<file path="src/rtl/btb_arb_pkg.sv">
// Shared types and helpers for the BTB array port arbiter.
// Holds the controller state encoding and the index-width helper.
package btb_arb_pkg;

  typedef enum logic {
    ST_INIT = 1'b0,
    ST_RUN  = 1'b1
  } arb_state_e;

  // Index width for an array of n frames; never below one bit.
  function automatic int idx_width(input int n);
    return (n > 1) ? $clog2(n) : 1;
  endfunction

endpackage

</file>
<file path="src/rtl/btb_upd_fifo.sv">
// Synchronous FIFO holding resolved-branch updates ({idx, data}) until the
// single-port BTB array has a free cycle to write them.
module btb_upd_fifo #(
  parameter  int DEPTH = 4,
  parameter  int WIDTH = 8,
  localparam int AW    = $clog2(DEPTH),
  localparam int CW    = AW + 1
) (
  input  logic             CLK,
  input  logic             nRST,
  input  logic             clear,
  input  logic             push,
  input  logic [WIDTH-1:0] push_data,
  input  logic             pop,
  output logic [WIDTH-1:0] head,
  output logic             full,
  output logic             empty,
  output logic [CW-1:0]    count
);

  logic [WIDTH-1:0] store [DEPTH];
  logic [AW-1:0]    wr_ptr;
  logic [AW-1:0]    rd_ptr;
  logic             do_push;
  logic             do_pop;

  assign full    = (count == CW'(DEPTH));
  assign empty   = (count == '0);
  assign do_pop  = pop && !empty;
  assign do_push = push && (!full || do_pop);
  assign head    = store[rd_ptr];

  // NOTE: sequential state uses non-blocking (<=) so every flop samples
  // pre-edge values, independent of statement order.
  always_ff @(posedge CLK or negedge nRST) begin
    if (!nRST) begin
      wr_ptr <= '0;
      rd_ptr <= '0;
      count  <= '0;
    end else if (clear) begin
      wr_ptr <= '0;
      rd_ptr <= '0;
      count  <= '0;
    end else begin
      if (do_push) wr_ptr <= wr_ptr + AW'(1);
      if (do_pop)  rd_ptr <= rd_ptr + AW'(1);
      case ({do_push, do_pop})
        2'b10:   count <= count + CW'(1);
        2'b01:   count <= count - CW'(1);
        default: count <= count;
      endcase
    end
  end

  // NOTE: the payload storage is deliberately not reset; pointers and count
  // define which slots are live, and a reset-free array maps to plain RAM/flops.
  always_ff @(posedge CLK) begin
    if (do_push && !clear) store[wr_ptr] <= push_data;
  end

endmodule

</file>
<file path="src/rtl/btb_port_arbiter.sv">
// Single-port BTB array sequencer: invalidate sweep after reset/flush, then
// arbitration between fetch lookups and buffered execute-stage updates.
module btb_port_arbiter
  import btb_arb_pkg::*;
#(
  parameter  int NFRAMES   = 64,
  parameter  int ENTRY_W   = 64,
  parameter  int UPD_DEPTH = 4,
  localparam int IDX_W     = idx_width(NFRAMES)
) (
  input  logic               CLK,
  input  logic               nRST,
  input  logic               flush,
  input  logic               lookup_req,
  input  logic [IDX_W-1:0]   lookup_idx,
  output logic               lookup_gnt,
  output logic               lookup_valid,
  output logic [ENTRY_W-1:0] lookup_data,
  input  logic               upd_valid,
  input  logic [IDX_W-1:0]   upd_idx,
  input  logic [ENTRY_W-1:0] upd_data,
  output logic               upd_ready,
  output logic               mem_en,
  output logic               mem_wen,
  output logic [IDX_W-1:0]   mem_addr,
  output logic [ENTRY_W-1:0] mem_wdata,
  input  logic [ENTRY_W-1:0] mem_rdata,
  output logic               busy
);

  localparam int                 CNT_W    = $clog2(UPD_DEPTH) + 1;
  localparam int                 FIFO_W   = IDX_W + ENTRY_W;
  localparam logic [IDX_W-1:0]   LAST_IDX = IDX_W'(NFRAMES - 1);

  arb_state_e         state;
  arb_state_e         next_state;
  logic [IDX_W-1:0]   counter;
  logic [IDX_W-1:0]   next_counter;

  logic               fifo_push;
  logic               fifo_pop;
  logic               fifo_full;
  logic               fifo_empty;
  logic [CNT_W-1:0]   fifo_count;
  logic [FIFO_W-1:0]  fifo_head;
  logic [IDX_W-1:0]   head_idx;
  logic [ENTRY_W-1:0] head_data;

  assign head_idx  = fifo_head[ENTRY_W +: IDX_W];
  assign head_data = fifo_head[ENTRY_W-1:0];

  // No bypass when full: a full FIFO refuses updates until its head drains.
  assign upd_ready = (state == ST_RUN) && !flush && (fifo_count < CNT_W'(UPD_DEPTH));
  assign fifo_push = upd_valid && upd_ready;

  btb_upd_fifo #(
    .DEPTH (UPD_DEPTH),
    .WIDTH (FIFO_W)
  ) u_upd_fifo (
    .CLK       (CLK),
    .nRST      (nRST),
    .clear     (flush),
    .push      (fifo_push),
    .push_data ({upd_idx, upd_data}),
    .pop       (fifo_pop),
    .head      (fifo_head),
    .full      (fifo_full),
    .empty     (fifo_empty),
    .count     (fifo_count)
  );

  always_ff @(posedge CLK or negedge nRST) begin
    if (!nRST) begin
      state   <= ST_INIT;
      counter <= '0;
    end else begin
      state   <= next_state;
      counter <= next_counter;
    end
  end

  // NOTE: every output of this block is given a default first, so no path
  // leaves a signal unassigned and no latch is inferred.
  always_comb begin
    next_state   = state;
    next_counter = counter;
    mem_en       = 1'b0;
    mem_wen      = 1'b0;
    mem_addr     = '0;
    mem_wdata    = '0;
    lookup_gnt   = 1'b0;
    fifo_pop     = 1'b0;
    busy         = 1'b0;

    unique case (state)
      ST_INIT: begin
        busy         = 1'b1;
        mem_en       = 1'b1;
        mem_wen      = 1'b1;
        mem_addr     = counter;
        next_counter = counter + IDX_W'(1);
        if (flush) begin
          next_counter = '0;
        end else if (counter == LAST_IDX) begin
          next_state = ST_RUN;
        end
      end

      ST_RUN: begin
        if (flush) begin
          next_state   = ST_INIT;
          next_counter = '0;
        end else if (fifo_full) begin
          // Full FIFO takes the port even over a pending lookup.
          mem_en    = 1'b1;
          mem_wen   = 1'b1;
          mem_addr  = head_idx;
          mem_wdata = head_data;
          fifo_pop  = 1'b1;
        end else if (lookup_req) begin
          mem_en     = 1'b1;
          mem_addr   = lookup_idx;
          lookup_gnt = 1'b1;
        end else if (!fifo_empty) begin
          mem_en    = 1'b1;
          mem_wen   = 1'b1;
          mem_addr  = head_idx;
          mem_wdata = head_data;
          fifo_pop  = 1'b1;
        end
      end

      default: begin
        next_state   = ST_INIT;
        next_counter = '0;
      end
    endcase
  end

  // A read granted just before a flush still returns its (pre-flush) data.
  always_ff @(posedge CLK or negedge nRST) begin
    if (!nRST) lookup_valid <= 1'b0;
    else       lookup_valid <= lookup_gnt;
  end

  assign lookup_data = mem_rdata;

endmodule

</file>
<file path="config.mk">
export PLATFORM = sky130hd
export DESIGN_NAME = btb_port_arbiter
export DESIGN_NICKNAME = d
export VERILOG_FILES = /design/src/rtl/btb_arb_pkg.sv /design/src/rtl/btb_upd_fifo.sv /design/src/rtl/btb_port_arbiter.sv
export SDC_FILE = /design/constraint.sdc
export NUM_CORES = 1
export LEC_CHECK = 0
export CAP_MARGIN = 0
export CORE_MARGIN = 2
export CORE_UTILIZATION = 47
export CTS_BUF_LIST = sky130_fd_sc_hd__clkbuf_2 sky130_fd_sc_hd__clkbuf_4 sky130_fd_sc_hd__clkbuf_8
export CTS_CLUSTER_SIZE = 10
export DETAILED_ROUTE_END_ITERATION = 7
export GPL_TIMING_DRIVEN = 0
export PLACE_DENSITY = 0.89
export RECOVER_POWER = 50
export SYNTH_ARGS = -nofsm -noshare
export SYNTH_HDL_FRONTEND = slang
export SYNTH_SLANG_ARGS = --single-unit
</file>
<file path="constraint.sdc">
create_clock -name CLK -period 3.3 [get_ports CLK]
set_input_delay 0.495 -clock CLK [delete_from_list [all_inputs] [get_ports CLK]]
set_output_delay 0.495 -clock CLK [all_outputs]
set_load 0.005 [all_outputs]
</file>
==> reports/metrics.csv <==
metric,value,unit
p_total,7263,uW
timing.critical_path.from_type,register,
fin_nets,1033,
netlist-cell-type-count,41,
cpMaxStageDelayCell,sky130_fd_sc_hd__clkdlybuf4s50_1,
timing_hold_violations_final,0,
relSlewSlack,51.86,%
cp.required,2.80,ns
rsz0062_at_grt,false,
clk_pin_slew_worst_paths,0.07,ns
post_synthesis_instance_area,0.01199,mm2
grt_start_max_net_pins,43,
grt_first_pass_wirelength,38650,um
clock-sinks,295,
detailedPlace.worstSlack,-0.2348,ns
reg2reg_to,u_upd_fifo.store[0][24]$_DFFE_PP_,
postSynthNetCount,761,
routedLengthMet1,9342,um
async_flop_share,5.085,%
min_period,3.188,ns
cp_dominant_cell_by_count,sky130_fd_sc_hd__buf_6,
detailroute.wirelength.met2,14010,um
initialDrtViolationCount,299,
buffer_ports.inserted,220,
netlist_top_cells_area,"sky130_fd_sc_hd__edfxtp_1, sky130_fd_sc_hd__mux4_2, sky130_fd_sc_hd__buf_4",
setup_viol,0,
final-seq-area,0.008787,mm2
clk_buf_depth,3,
routed_wire_length,26250,um
route.top_layer_used,met5,
post-dp-hpwl,17640,um
synth_enable_flop_cells,280,
power.density_cell_area,463.4,mW/mm2
worstReg2RegStart,u_upd_fifo.count[2]$_DFFE_PN0P_,
syn_inst,610,
detail-route-antenna-nets,0,
power.ir.vdd_worst,0.3797,mV
run_status,completed,
worst-r2r-setup-slack,0.91,ns
design.die.area,0.02681,mm2
chipWidth,163.7,um
post-route-worst-setup-slack,0.1123,ns
antenna_violations_before_repair,5,
power.leakage,0.005328,uW
clock.fmax,313.7,MHz
pre_repair_dr_iteration_count,4,
cp.arrival,2.69,ns
chip_height,163.7,um
route.vias.total,6549,
route.detailed.drc,0,
post-synth-top-area-cell,sky130_fd_sc_hd__edfxtp_1,
setup.worst_path.end_class,output port,
critical_path.max_fanout,10,
classification_of_the_worst_slack_hold_path,in -> async,
insertion_delay,0.54,ns
globalplace.congestion,0.8024,
grt_overflow,0,
fillerInstances,1731,
route.met3.wl,2273,um
postSynth.topFlopCell,sky130_fd_sc_hd__edfxtp_1,
synth_top_area_share,70.12,%
ff2ff_path_depth,5,
timing.final.max_slew_violations,0,
max-cap-violations,0,
total_cts_buffers,46,
worst_slew_pin_slew,0.7198,ns
final_layout_size_suffix_gt1_share,26.50,%
start_util,47.76,%
post_drt_wl_per_cell,21.01,um
tritoncts,built,
core_region_area,0.02511,mm2
critical_path_class,reg -> out,
cts_root_buffer,sky130_fd_sc_hd__clkbuf_8,
multi_input_comb_area,0.002600,mm2
postSynthAreaPerCell,19.66,um2
yosys.cell_count.top_type,sky130_fd_sc_hd__edfxtp_1,
fin_crit_sh,96.60,%
syn_to_final_growth,30.71,%
number_of_global_route_vias_before_repair,6870,
boundaryPins,285,
drt-vias-per-instance,5.243,
timing.critical_path.cells,buf_6 -> or3_4 -> nand2_4 -> nor3_4 -> buf_12 -> buf_6 -> a221o_1 -> clkdlybuf4s50_1,
placementRows,58,
clock_skew,0.02274,ns
cp_slowest_stage_delay,0.45,ns
yosysWarnings,0,
netlist_top_cells_count,"sky130_fd_sc_hd__edfxtp_1, sky130_fd_sc_hd__mux4_2, sky130_fd_sc_hd__and2_1",
cts_max_level,2,
synth-seq-cells,295,
synth_sequential_area_ratio,73.25,%
global_route.usage.total,19.40,%
==> critical path, delay by kind of cell, from the launching register on <==
family                 cells  cell delay [ns]
AOI/OAI and AO/OA          1             0.31
buffers and inverters      4             0.90
DFF                        1             0.37
and+or+nand+nor            3             0.57
==> what timing repair did <==
action / in CTS / in global routing
hold buffers: 0 / 0
endpoints found under the setup margin: 70 / 61
pin swaps: 1 / 2
resized for setup: 17 / 14
setup buffers: 1 / 0
==> placed cells by master, fill, tap and decap left out, types with 3 or more instances in the layout <==
cell                              Yosys  final
sky130_fd_sc_hd__nand3_1              4      4
sky130_fd_sc_hd__and2_1              68     64
sky130_fd_sc_hd__a22o_1               4      4
sky130_fd_sc_hd__edfxtp_1           280    280
sky130_fd_sc_hd__buf_2                9      3
sky130_fd_sc_hd__clkbuf_8             0     46
sky130_fd_sc_hd__nor4_1               3      3
sky130_fd_sc_hd__dfrtp_2              0      3
sky130_fd_sc_hd__a21o_1               4      4
sky130_fd_sc_hd__dfrtp_1             15     12
sky130_fd_sc_hd__clkbuf_4             0     14
sky130_fd_sc_hd__buf_16               0      4
sky130_fd_sc_hd__clkdlybuf4s50_1      0     83
sky130_fd_sc_hd__mux4_2              70     70
sky130_fd_sc_hd__xor2_1               4      4
sky130_fd_sc_hd__nor2_1              17     17
sky130_fd_sc_hd__buf_4               64     70
sky130_fd_sc_hd__clkinv_1             0     14
sky130_fd_sc_hd__nor2b_1              7      7
sky130_fd_sc_hd__dlygate4sd3_1        0    136
sky130_fd_sc_hd__buf_6                2      3
sky130_fd_sc_hd__clkinv_2             0      6
sky130_fd_sc_hd__o21ai_0              5      5
sky130_fd_sc_hd__inv_1                4      4
sky130_fd_sc_hd__clkbuf_2             0      7
sky130_fd_sc_hd__nand2_1              3      3
sky130_fd_sc_hd__clkbuf_1            16      5
sky130_fd_sc_hd__ha_1                 5      5
sky130_fd_sc_hd__and2_4               0      4
==> per-stage QoR <==
stage / instances / util [%] / hold WS (ns) / TNS, ns / area, um2
after global placement: 1160 / 58.17 / 0.5453 / -520.53 / 14610
final: 1249 / 62.42 / 0.4526 / 0 / 15670
after detailed placement: 1164 / 58.65 / 0.5556 / -10.68 / 14730
after global routing: 1248 / 62.41 / 0.4851 / 0 / 15670
after floorplan: 610 / - / 0.1994 / 0 / 11990
after CTS: 1247 / 62.31 / 0.3777 / -0.002387 / 15650
==> power by group <==
group	internal, uW	switching (uW)	leakage [uW]
Clock	1530	1360	0.000460
Combinational	178	95.9	0.00215
Sequential	4100	3.24	0.00272
Total	5810	1460	0.00533
==> sequential cells by signal, indices dropped and copies added, names as in the netlist <==
signal,flops
u_upd_fifo.store,280
counter,6
u_upd_fifo.count,3
u_upd_fifo.rd_ptr,2
u_upd_fifo.wr_ptr,2
lookup_valid,1
state,1
==> layer usage <==
metal	GRT usage [%]	vias up
met1	23.12	3289
met4	5.821	6
li1	-	2881
met2	35.01	325
met3	4.646	48
met5	0	-
==> cell type report <==
type / instances / share of cell area [%]
diodes: 2 / 0.03193
plain buffers: 90 / 4.103
clock buffers: 58 / 4.614
clock inverters: 25 / 0.9499
inverters: 5 / 0.1197
multi-input cells: 219 / 16.59
flip-flops and latches: 295 / 56.06
well taps: 330 / 2.634
repair buffers: 225 / 14.90
==> logic make-up after synthesis <==
kind of cell | Yosys count | synth area share, %
compound gates | 24 | 1.628
xor+xnor | 6 | 0.4382
fa+ha+maj | 6 | 0.6887
buf+inv | 96 | 5.227
flops | 295 | 73.25
mux | 72 | 13.32
simple gates | 111 | 5.447
==> worst max-delay path by stage <==
stage | endpoint | depth (start not counted) | slack (ns) | startpoint
floorplan | u_upd_fifo.store[0][0]$_DFFE_PP_ | 3 | 0.20 | flush
global placement | u_upd_fifo.store[0][19]$_DFFE_PP_ | 4 | -1.85 | flush
detailed placement | mem_wdata[42] | 7 | -0.23 | lookup_req
CTS | mem_wdata[20] | 5 | -0.002 | u_upd_fifo.rd_ptr[0]$_DFFE_PN0P_
global route | mem_wdata[42] | 7 | 0.004 | u_upd_fifo.count[1]$_DFFE_PN0P_
finish | mem_addr[0] | 8 | 0.11 | u_upd_fifo.count[2]$_DFFE_PN0P_
Note: power is estimated with default switching activity, not from simulation.
